<file path="src/rtl/jk_drv_pkg.sv">
// jk_drv_pkg: shared state type and 2-bit JK excitation codes for the bank driver.
package jk_drv_pkg;
    typedef enum logic [1:0] {IDLE, DRIVE, CHECK} state_t;
    localparam logic [1:0] HOLD = 2'b00;
    localparam logic [1:0] RST0 = 2'b01;
    localparam logic [1:0] SET1 = 2'b10;
    localparam logic [1:0] TOG  = 2'b11;
    localparam int RETRY_W = 3;
endpackage

</file>
<file path="src/rtl/jk_excite.sv">
// jk_excite: combinational {J,K} code that moves one JK flop from q to t.
module jk_excite
    import jk_drv_pkg::*;
(
    input  logic q,
    input  logic t,
    input  logic toggle_mode,
    output logic j,
    output logic k
);
    always_comb begin
        {j, k} = (q == t) ? HOLD : toggle_mode ? TOG : t ? SET1 : RST0;
    end
endmodule

</file>
<file path="src/rtl/jk_bank_driver.sv">
// jk_bank_driver: drives a bank of external JK flops toward a target word,
// verifies via Q feedback and re-drives up to MAX_RETRY times before flagging ERR.
module jk_bank_driver
    import jk_drv_pkg::*;
#(
    parameter int WIDTH       = 4,
    parameter bit TOGGLE_MODE = 1'b0,
    parameter int MAX_RETRY   = 2
) (
    input  logic             CLK,
    input  logic             RST,
    input  logic             TGT_VALID,
    output logic             TGT_READY,
    input  logic [WIDTH-1:0] TGT_DATA,
    input  logic [WIDTH-1:0] Q_FB,
    output logic [WIDTH-1:0] J,
    output logic [WIDTH-1:0] K,
    output logic             DONE,
    output logic             ERR,
    output logic [WIDTH-1:0] ERR_MASK
);
    localparam logic [RETRY_W-1:0] MAX_R = RETRY_W'(MAX_RETRY);

    state_t state_q, state_d;
    logic [WIDTH-1:0] tgt_q, tgt_d, j_q, j_d, k_q, k_d, mask_q, mask_d;
    logic [WIDTH-1:0] t_sel, j_x, k_x;
    logic [RETRY_W-1:0] retry_q, retry_d;
    logic done_q, done_d, err_q, err_d;

    // On accept the code is computed against the incoming word; on retry against the held target.
    assign t_sel = (state_q == IDLE) ? TGT_DATA : tgt_q;

    for (genvar i = 0; i < WIDTH; i++) begin : g_exc
        jk_excite u_exc (
            .q(Q_FB[i]),
            .t(t_sel[i]),
            .toggle_mode(TOGGLE_MODE),
            .j(j_x[i]),
            .k(k_x[i])
        );
    end

    always_comb begin
        state_d = state_q;
        tgt_d   = tgt_q;
        retry_d = retry_q;
        j_d     = '0;
        k_d     = '0;
        done_d  = 1'b0;
        err_d   = 1'b0;
        mask_d  = '0;
        case (state_q)
            IDLE: begin
                if (TGT_VALID) begin
                    tgt_d   = TGT_DATA;
                    j_d     = j_x;
                    k_d     = k_x;
                    state_d = DRIVE;
                end
            end
            DRIVE: state_d = CHECK;
            CHECK: begin
                if (Q_FB == tgt_q) begin
                    done_d  = 1'b1;
                    retry_d = '0;
                    state_d = IDLE;
                end else if (retry_q < MAX_R) begin
                    retry_d = retry_q + {{(RETRY_W-1){1'b0}}, retry_q != '1};
                    j_d     = j_x;
                    k_d     = k_x;
                    state_d = DRIVE;
                end else begin
                    err_d   = 1'b1;
                    mask_d  = Q_FB ^ tgt_q;
                    retry_d = '0;
                    state_d = IDLE;
                end
            end
            default: state_d = IDLE;
        endcase
    end

    always_ff @(posedge CLK or posedge RST) begin
        if (RST) begin
            state_q <= IDLE;
            tgt_q   <= '0;
            retry_q <= '0;
            j_q     <= '0;
            k_q     <= '0;
            done_q  <= 1'b0;
            err_q   <= 1'b0;
            mask_q  <= '0;
        end else begin
            state_q <= state_d;
            tgt_q   <= tgt_d;
            retry_q <= retry_d;
            j_q     <= j_d;
            k_q     <= k_d;
            done_q  <= done_d;
            err_q   <= err_d;
            mask_q  <= mask_d;
        end
    end

    assign TGT_READY = (state_q == IDLE);
    assign J         = j_q;
    assign K         = k_q;
    assign DONE      = done_q;
    assign ERR       = err_q;
    assign ERR_MASK  = mask_q;
endmodule

</file>
<file path="config.mk">
export PLATFORM = sky130hd
export DESIGN_NAME = jk_bank_driver
export DESIGN_NICKNAME = d
export VERILOG_FILES = /design/src/rtl/jk_drv_pkg.sv /design/src/rtl/jk_excite.sv /design/src/rtl/jk_bank_driver.sv
export SDC_FILE = /design/constraint.sdc
export NUM_CORES = 1
export LEC_CHECK = 0
export CORE_MARGIN = 2
export CORE_UTILIZATION = 46
export DETAILED_ROUTE_END_ITERATION = 6
export PLACE_DENSITY = 0.8
export RECOVER_POWER = 25
export SLEW_MARGIN = 20
export SYNTH_ARGS = -nofsm -noshare
export SYNTH_HDL_FRONTEND = slang
export SYNTH_SLANG_ARGS = --single-unit
export TNS_END_PERCENT = 50
</file>
<file path="constraint.sdc">
create_clock -name CLK -period 1.6 [get_ports CLK]
set_clock_uncertainty 0.1 [all_clocks]
set_input_delay 0.16 -clock CLK [delete_from_list [all_inputs] [get_ports CLK]]
set_output_delay 0.16 -clock CLK [all_outputs]
set_load 0.02 [all_outputs]
</file>
# Word level (Yosys, flattened, before mapping)
# Index checks and enable logic that the tools add are counted.
dict set report word_totals {
  ff_bits 23
  in_bits 11
  output_inout_bits 15
  word_cells 53
}
dict set report classes {
  add_sub_neg 1
  magnitude_cmp 1
  eq_ne 9
  n_mux 31
  bitwise_logic 1
  reduce_logical 2
}
# cell count
set ops {}
lappend ops {{$mux 4} 10}
lappend ops {{$mux 2} 9}
lappend ops {{$pmux 4 s2} 2}
lappend ops {{$mux 1} 7}
lappend ops {{$mux 3} 2}
lappend ops {{$pmux 2 s3} 1}
lappend ops {{$eq 1x1->1} 4}
lappend ops {{$eq 4x4->1} 1}
lappend ops {{$xor 4x4->4} 1}
lappend ops {{$add 3x1->3} 1}
lappend ops {{$lt 3x2->1 const B} 1}
lappend ops {{$ne 3x3->1 const B} 1}
lappend ops {{$eq 2x1->1 const B} 1}
lappend ops {{$eq 2x2->1 const B} 1}
lappend ops {{$logic_not 2->1} 1}
lappend ops {{$ne 2x2->1 const B} 1}
lappend ops {{$reduce_and 2->1} 1}

# Longest topological paths before layout
# Gate-level depths: netlist (run 1).
dict set report depth {
  ltp_word 7
  mapped_depth 4
}

# Cells and area by module
# From an unflattened synthesis (run 1), not the netlist that was laid out.
dict set report unflattened {
  hier_cells 84
  hier_area_um2 1074.8
}
# module instances cells_each area_each_um2 seq_area_each_um2
set modules_own_cells {}
lappend modules_own_cells {jk_bank_driver 1 68 964.7 575.6}
lappend modules_own_cells {jk_excite 4 4 27.5 0.0}

# Worst setup path before layout (run 1)
# Ideal clock, no wire load.
dict set report synth_path {
  path_type {reg2reg}
  from {reg state_q[1]}
  to {reg tgt_q[0]}
  setup_ns 0.125
  t_arrival_ns 1.297
  setup_slack_ns 0.078
  path_stages_with_launch 5
  path_buffers 1
  period_less_slack_ns 1.522
  path_cell_list {dfrtp_1 nor2_4 and2_1 buf_6 mux2_4}
}
dict set report synth_via {
  elab_chain_len 2
}
# element line
set synth_lines {}
lappend synth_lines {{from (decl)} jk_bank_driver.sv:24} ;# state_t state_q, state_d;
lappend synth_lines {{from (signal assigned)} jk_bank_driver.sv:94} ;# state_q <= state_d;
lappend synth_lines {{$logic_not 2->1} n/a}
lappend synth_lines {{via TGT_READY} jk_bank_driver.sv:13} ;# output logic TGT_READY,
lappend synth_lines {{$reduce_and 2->1 (no source line)} n/a}
lappend synth_lines {{to (signal assigned)} jk_bank_driver.sv:95} ;# tgt_q <= tgt_d;
lappend synth_lines {{to (decl)} jk_bank_driver.sv:25} ;# logic [WIDTH-1:0] tgt_q, tgt_d, j_q, j_d, k_q, k_d, mask_q, mask_d;
# The timed path passes the listed nets, and every way through them passes these cells.
# A chain may end at the register's enable or synchronous reset.

# Worst setup path in the final report (run 1)
dict set report layout_path {
  from {reg k_q[0] (netlist: K[0])}
  to {out K[0]}
}
# element line
set layout_lines {}
lappend layout_lines {{from (decl)} jk_bank_driver.sv:25}
lappend layout_lines {{from (signal assigned)} jk_bank_driver.sv:98} ;# k_q <= k_d;
lappend layout_lines {{to (decl)} jk_bank_driver.sv:17} ;# output logic [WIDTH-1:0] K,
# No word-level cell between the ends.

==> results.toml, run 1 <==
[run_status]
outcome = "completed"

[worst_setup_path]
crit_start = "K[0]"
crit_buf_inv = 1
path_cells = "clkdlybuf4s50_1"
regToRegStartpoint = "state_q[1]"
crit_family = "buffers and inverters"
critPathSlowestCell = "clkdlybuf4s50_1"
critical_path.startpoint_type = "register"
cpPeakStageDelay_ns = 0.60
critical_path.max_fanout = 1
cp-end-kind = "primary output"
critPathKind = "register to primary output"
cp.required_ns = 1.34
cp.arrival_ns = 1.26

[layout]
layout.nets = 118
diodes = 0
drive_gt1_share_pct = 21.2
nFillCells = 140
syn_to_final_growth_pct = 36.6

[global_route]
grt-ovfl-total = 0
antenna_found_initial = 0
grt_pass1_wl_um = 3030
grt_pass1_vias = 675
grt_use_total_pct = 16.9
grt_max_degree = 24

[clock_network]
htreeDepth = 1
cts-buffers-inserted = 3
cts.sinks = 23
cts_root_buffer = "clkbuf_4"
clock_tree.buffer_depth = 2
worst_skew_pair.late_latency_ns = 0.31
cts_tree = "yes"
clkTransAtPathRegs_ns = 0.12

[synth]
ys_seq_elements = 23
synth_top_cell_by_area = "dfrtp_1"
syn_area_per_cell_um2 = 14.3
syn_area_um2 = 970
ys_warn_count = 0
async_flop_share_pct = 100
netlist_top_cells_count = "dfrtp_1 (23), nor2_1 (6)"
synth_edf_count = 0
ys.flop_type = "dfrtp_1"
synth_area_leaders = "dfrtp_1 (59%), mux2_4 (6.2%), mux2i_1 (4.1%), o211a_1 (4.1%), xnor2_1 (3.6%)"
yosysTopAreaCellShare_pct = 59.4
synth_cell_type_count = 23
syn_inst = 68
yosysSeqAreaShare_pct = 59.4
yosysMostFrequentCell = "dfrtp_1"
synth_nets = 81

[placed_design]
portBuffers = 25
dp_worst_setup_slack_ns = -0.0478
routabilityCongestion = 0.791
place_hpwl_um = 1380

[die]
top_level_ports = 26
die_area_mm2 = 0.00249
initial_core_util_pct = 48.9
core_mm2 = 0.00198
die_h_um = 49.9
dieWidth_um = 49.9
row_count = 16

[drt]
drt_first_pass_iters = 4
ant_nets = 0
avgViaCountPerCell = 5.24
totalWireLength_um = 1780
drcViolationCount = 0
post_drt_wl_per_cell_um = 13.6
vias = 687
drt_iter0_markers = 14

[timing]
period_share_pct = 95.2
worst_slack_ns = 0.0766
tns_ns = 0
setup_viol = 0
worst_pin_slew_ns = 0.538
fmax_mhz = 656
hold_viol = 0
slew_headroom_pct = 64.1
rsz0062_at_grt = "no"
slew_viol_final = 0
min_period_ns = 1.52

[run]
maxCapViolCount = 0

[worst_hold_path]
hp-class = "primary input to async pin"

[power_and_ir_drop]
vdd_drop_max_mv = 0.877
power.density_mw_per_mm2 = 1740
p_leak_nw = 0.654
==> state kept, by name, summed over array words and instances, names as in the netlist <==
register and count:
DONE 1, K 4, J 4, ERR_MASK 4
ERR 1, retry_q 3, state_q 2, tgt_q 4
==> path summary, 6_finish.rpt <==
kind,end,slack (ns),cells past startpoint
min,state_q[1],0.29,3
min reg2reg,retry_q[0],0.47,1
min in group CLK,J[1],0.35,2
max in group asynchronous,tgt_q[2],0.75,3
max reg2reg,tgt_q[1],0.08,4
max,K[0],0.08,1
==> per-stage QoR <==
stage | instance area (um2) | utilization (%) | hold WS (ns) | power (mW) | std cells
floorplan | 970 | - | 0.0619 | 1.60 | 68
global placement | 1300 | 65.7 | 0.406 | 2.03 | 127
detailed placement | 1300 | 65.7 | 0.419 | 2.07 | 127
CTS | 1330 | 67.1 | 0.0595 | 2.33 | 131
global route | 1330 | 66.9 | 0.330 | 2.47 | 131
finish | 1330 | 66.9 | 0.287 | 2.31 | 131
==> power by group <==
| group | internal (mW) | leakage (nW) | total (mW) | switching (mW) |
|---|---|---|---|---|
| registers | 0.765 | 0.304 | 0.912 | 0.147 |
| logic | 0.598 | 0.333 | 1.13 | 0.530 |
| clock network | 0.0936 | 0.0177 | 0.269 | 0.175 |
==> layout by cell type, fill, tap and decap left out, types with 2 or more instances in the layout <==
cell             Yosys  routed
clkdlybuf4s50_1      0      23
o211a_1              4       4
ha_1                 2       2
clkbuf_4             0       3
buf_4                0       7
nor2_1               6       6
a32o_1               3       3
mux2i_1              4       4
a211oi_1             4       4
mux2_4               4       4
xnor2_1              4       4
clkbuf_2             0       2
dfrtp_1             23      23
==> metal layers <==
metal	global-route usage, %	routed length [um]	part of all wire (%)
met5	0	0	0
met4	10.6	35	2.0
met1	21.9	805	45
met3	3.03	63	3.5
met2	26.0	876	49
==> logic make-up after synthesis <==
| group | Yosys count | share of synthesized area (%) |
|---|---|---|
| flops | 23 | 59.4 |
| simple gates | 16 | 11.0 |
| compound gates | 13 | 11.6 |
| mux | 8 | 10.3 |
| xor+xnor | 4 | 3.61 |
| buf+inv | 2 | 1.55 |
| fa+ha+maj | 2 | 2.58 |
==> what timing repair did <==
action / 4_1_cts / 5_1_grt
resized for setup: 2 / 2
hold buffers: 0 / 0
setup endpoints to repair: 1 / 4
buffers inserted: 0 / 0
pin swaps: 0 / 0
==> final cells by class <==
cell class,instances,area [um2],area share (%)
multi-input combinational,43,382,28.8
tap,27,33.8,2.55
sequential,23,576,43.4
clock inverter,1,5.00,0.378
inverter,1,3.75,0.283
clock buffer,3,22.5,1.70
timing repair buffer,33,303,22.9
Power figures use the tool's default switching activity.
==> inputs of run 2 (changes only) <==
--- a/config.mk
+++ b/config.mk
@@ -11,5 +11,5 @@
 export PLACE_DENSITY = 0.8
 export RECOVER_POWER = 25
-export SLEW_MARGIN = 20
+export SLEW_MARGIN = 10
 export SYNTH_ARGS = -nofsm -noshare
 export SYNTH_HDL_FRONTEND = slang
==> constraint.sdc (replaced) <==
create_clock -name CLK -period 1.6 [get_ports CLK]
set_clock_uncertainty 0.1 [all_clocks]
set_input_delay 0.32 -clock CLK [delete_from_list [all_inputs] [get_ports CLK]]
set_output_delay 0.32 -clock CLK [all_outputs]
set_load 0.02 [all_outputs]
==> run 2 against run 1 <==
Cell area up 2.2%; clock power down 3%; global-route usage down 0.80 points; combinational power about the same; first-iteration DRC count down 21%.
==> results.toml, run 2 (same netlist as run 1, synthesis figures left out) <==
[die]
top_level_ports = 26
die_area_mm2 = 0.00249
row_count = 16
initial_core_util_pct = 48.9
dieWidth_um = 49.9
die_h_um = 49.9
core_mm2 = 0.00198

[clock_network]
cts_tree = "yes"
worst_skew_pair.late_latency_ns = 0.30
cts-buffers-inserted = 3
cts_root_buffer = "clkbuf_4"
clock_tree.buffer_depth = 2
cts_setup_buffers = 0
clkTransAtPathRegs_ns = 0.12
cts.sinks = 23
htreeDepth = 1

[placed_design]
dp_cells = 132
portBuffers = 25
place_hpwl_um = 1420
dpl_cell_area_mm2 = 0.00135
dp_worst_setup_slack_ns = -0.129
routabilityCongestion = 0.817

[power_and_ir_drop]
p_sw_mw = 0.848
power_frac_comb_pct = 49.6
seq_power_share_pct = 39.1
p_sw_share_pct = 36.9
vdd_drop_max_mv = 0.920
clkPwrFrac_pct = 11.3
p_int_mw = 1.45
power.density_mw_per_mm2 = 1700
p_leak_nw = 0.739

[layout]
diodes = 0
nFillCells = 152
syn_to_final_growth_pct = 39.6
ff_latch_area_um2 = 576
finalInstanceArea_mm2 = 0.00135
drive_gt1_share_pct = 22.9
multiInputGateArea_um2 = 379
layout.nets = 123
final_common_cell = "dfrtp_1"
utilization_pct = 68.3
fin_cells = 136
final_cell_mix = "dfrtp_1 (23), dlygate4sd2_1 (14), buf_4 (11), clkdlybuf4s50_1 (9), nor2_1 (6)"

[drt]
top_layer = "met3"
route.met3.wl_um = 47
totalWireLength_um = 1830
drt_first_pass_iters = 4
drt_iter0_markers = 11
post_drt_wl_per_cell_um = 13.4
ant_nets = 0
drcViolationCount = 0
vias = 675
met1_length_um = 801
wl_met2_um = 977
avgViaCountPerCell = 4.96

[global_route]
grt_pass1_wl_um = 3060
grt_use_total_pct = 16.1
grt_pass1_vias = 697
grt-ovfl-total = 0
antenna_found_initial = 0
grt_max_degree = 24

[worst_setup_path]
path_cells = "nor2_4 > buf_4 > and2_1 > buf_12 > mux2_4"
critical_path.startpoint_type = "register"
crit_family = "flip-flops"
critPathSlowestCell = "dfrtp_1"
regToRegSetupSlack_ns = 0.07
crit_buf_inv = 2
cp-end-kind = "register"
critical_path.max_fanout = 8
cp.required_ns = 1.70
reg2reg_to = "tgt_q[3]"
critPathKind = "register to register"
cpPeakStageDelay_ns = 0.44
cp.arrival_ns = 1.63
r2r_cells = 5
regToRegStartpoint = "state_q[0]"
cp.depth = 5

[timing]
rsz0062_at_grt = "no"
slew_viol_final = 0
slew_headroom_pct = 63.4
fmax_mhz = 653
tns_ns = 0
setup_viol = 0
worst_pin_slew_ns = 0.548
period_share_pct = 95.6
min_period_ns = 1.53
hold_viol = 0
worst_slack_ns = 0.0698

[run_status]
outcome = "completed"

[run]
maxCapViolCount = 0

[worst_hold_path]
hold_depth = 1
whs_endpoint = "retry_q[0]"
hp-class = "register to register"
min-delay-start = "retry_q[0]"
-- run 2: worst max-delay path by stage --
| stage | start | endpoint |
|---|---|---|
| 2_1_floorplan | state_q[1] | tgt_q[0] |
| 3_3_place_gp | Q_FB[0] | retry_q[2] |
| 3_5_place_dp | Q_FB[0] | retry_q[0] |
| 4_1_cts | state_q[0] | TGT_READY |
| 5_1_grt | state_q[1] | tgt_q[3] |
| 6_report | state_q[0] | tgt_q[3] |
-- run 2: power groups by stage --
stage | Clock (mW) | Combinational (mW) | Sequential, mW
floorplan | 0 | 0.602 | 1.00
global placement | 0 | 1.19 | 0.909
detailed placement | 0 | 1.22 | 0.917
CTS | 0.266 | 1.16 | 0.901
global route | 0.296 | 1.22 | 0.927
finish | 0.261 | 1.14 | 0.898
-- run 2: cell type report --
class                           instances  area share, %
Tap cell                               27           2.50
Timing Repair Buffer                   38           24.8
Inverter                                1          0.277
Multi-Input combinational cell         43           28.0
Clock buffer                            4           1.94
Sequential cell                        23           42.5
-- run 2: layer usage --
layer  track usage [%]  up-vias
met3              2.73        0
met5                 0        -
met1              19.0      331
met2              30.4       13
li1                  -      331
met4              2.78        0
-- run 2: worst reg2reg max path: stages (launching register included) --
cell,delay [ns]
dfrtp_1,0.44
nor2_4,0.10
buf_4,0.17
and2_1,0.19
buf_12,0.14
mux2_4,0.30
-- run 2: what timing repair did --
item,in CTS,in global routing
resized for setup,16,1
hold buffers,0,0
setup endpoints to repair,15,1
-- run 2: metrics by stage --
step / hold slack [ns] / total power [mW]
3_3_place_gp: 0.405 / 2.10
2_1_floorplan: 0.222 / 1.60
5_1_grt: 0.480 / 2.45
4_1_cts: 0.245 / 2.33
6_report: 0.440 / 2.30
3_5_place_dp: 0.417 / 2.14
==> inputs of run 3 (changes only) <==
- CORE_ASPECT_RATIO: not set -> 1.2
==> run 3 against run 2 <==
Wire length grew 6.6%; combinational power barely moved; global-route usage grew 2.2 points.
==> results.toml, run 3 (same netlist as run 1, synthesis figures left out) <==
[run_status]
outcome = "completed"

[die]
dieWidth_um = 45.9
core_mm2 = 0.00203
top_level_ports = 26
die_area_mm2 = 0.00249
die_h_um = 54.3
initial_core_util_pct = 47.8
row_count = 18

[clock_network]
clkTransAtPathRegs_ns = 0.13
cts_root_buffer = "clkbuf_4"
cts_tree = "yes"
cts_setup_buffers = 0
htreeDepth = 1
ctsHoldBuffers = 0
worst_skew_pair.late_latency_ns = 0.31
cts.sinks = 23
cts-buffers-inserted = 3
clock_tree.buffer_depth = 2

[run]
maxCapViolCount = 0

[global_route]
grt_max_degree = 24
grt_use_total_pct = 18.3
grt_pass1_wl_um = 3140
grt_pass1_vias = 684
grt-ovfl-total = 0
antenna_found_initial = 0

[worst_setup_path]
r2r_cells = 5
cp.arrival_ns = 1.65
path_cells = "nor2_4 > buf_4 > and2_1 > buf_6 > mux2_4"
critical_path.max_fanout = 8
critPathSlowestCell = "dfrtp_1"
critPathKind = "register to register"
critical_path.startpoint_type = "register"
cpPeakStageDelay_ns = 0.43
cp.required_ns = 1.70
cp-end-kind = "register"

[timing]
fmax_mhz = 645
rsz0062_at_grt = "no"
slew_headroom_pct = 62.9
setup_viol = 0
hold_viol = 0
tns_ns = 0
period_share_pct = 96.9
worst_slack_ns = 0.0498
slew_viol_final = 0
min_period_ns = 1.55
worst_pin_slew_ns = 0.556

[power_and_ir_drop]
power_mw = 2.30
p_int_mw = 1.44
p_sw_share_pct = 37.5
power_frac_comb_pct = 49.2
vdd_drop_max_mv = 1.24
power.density_mw_per_mm2 = 1730
p_leak_nw = 0.735
seq_power_share_pct = 39.1
p_sw_mw = 0.862
clkPwrFrac_pct = 11.7

[layout]
fin_cells = 128
drive_gt1_share_pct = 23.1
final_cell_mix = "dfrtp_1 (23), dlygate4sd2_1 (14), buf_4 (10), clkdlybuf4s50_1 (9), nor2_1 (6)"
layout.nets = 122
syn_to_final_growth_pct = 37.2
ff_latch_area_um2 = 576
final_common_cell = "dfrtp_1"
multiInputGateArea_um2 = 379
diodes = 0
nFillCells = 163

[drt]
drt_iter0_markers = 10
drcViolationCount = 0
avgViaCountPerCell = 5.30
post_drt_wl_per_cell_um = 15.2
ant_nets = 0
drt_first_pass_iters = 4
totalWireLength_um = 1950
vias = 678

[placed_design]
dp_cells = 124
dp_worst_setup_slack_ns = -0.153
place_hpwl_um = 1460
routabilityCongestion = 0.706
portBuffers = 25

[worst_hold_path]
hp-class = "primary input to async pin"
[run 3: path summary, 6_finish.rpt]
check,startpoint,endpoint,slack [ns]
worst max-delay path,state_q[1],tgt_q[0],0.05
worst min-delay path,RST,state_q[1],0.45
worst max register to register,state_q[1],tgt_q[0],0.05
worst min register to register,retry_q[0],retry_q[0],0.45
max in group asynchronous,RST,retry_q[2],0.57
min in group CLK,retry_q[0],retry_q[0],0.45
[run 3: power by group through the flow]
stage,combinational [mW],sequential (mW),clock [mW]
finish,1.13,0.898,0.269
global route,1.23,0.924,0.299
CTS,1.15,0.899,0.272
detailed placement,1.20,0.915,0
global placement,1.17,0.903,0
floorplan,0.602,1.00,0
[run 3: repair_timing]
| item | 4_1_cts | 5_1_grt |
|---|---|---|
| setup endpoints to repair | 15 | 2 |
| pin swaps | 0 | 0 |
| resized for setup | 16 | 2 |
| gates cloned | 0 | 0 |
| endpoints found under the hold margin | 0 | 0 |
[run 3: per-layer routing]
layer	track usage, %	wire (um)
met5	0	0
met4	11.4	27
met3	0.990	42
met2	29.2	1000
met1	23.9	872
[run 3: per-stage QoR]
| stage | util [%] | hold WS, ns | area [um2] |
|---|---|---|---|
| global route | 65.6 | 0.495 | 1330 |
| detailed placement | 65.3 | 0.425 | 1320 |
| CTS | 65.8 | 0.230 | 1330 |
| global placement | 65.3 | 0.404 | 1320 |
| finish | 65.6 | 0.450 | 1330 |
| floorplan | - | 0.222 | 970 |
[run 3: final cells by class]
cell class | instances | area share (%)
clock buffers | 3 | 1.69
multi-input cells | 43 | 28.5
clock inverters | 1 | 0.376
flip-flops and latches | 23 | 43.3
well taps | 20 | 1.88
repair buffers | 37 | 24.0
inverters | 1 | 0.282
[run 3: critical path: cells and delay by family, from the launching register on]
kind / cells / cell delay, ns
flip-flops: 1 / 0.43
buffers and inverters: 2 / 0.32
multiplexers: 1 / 0.30
AND/OR/NAND/NOR: 2 / 0.28
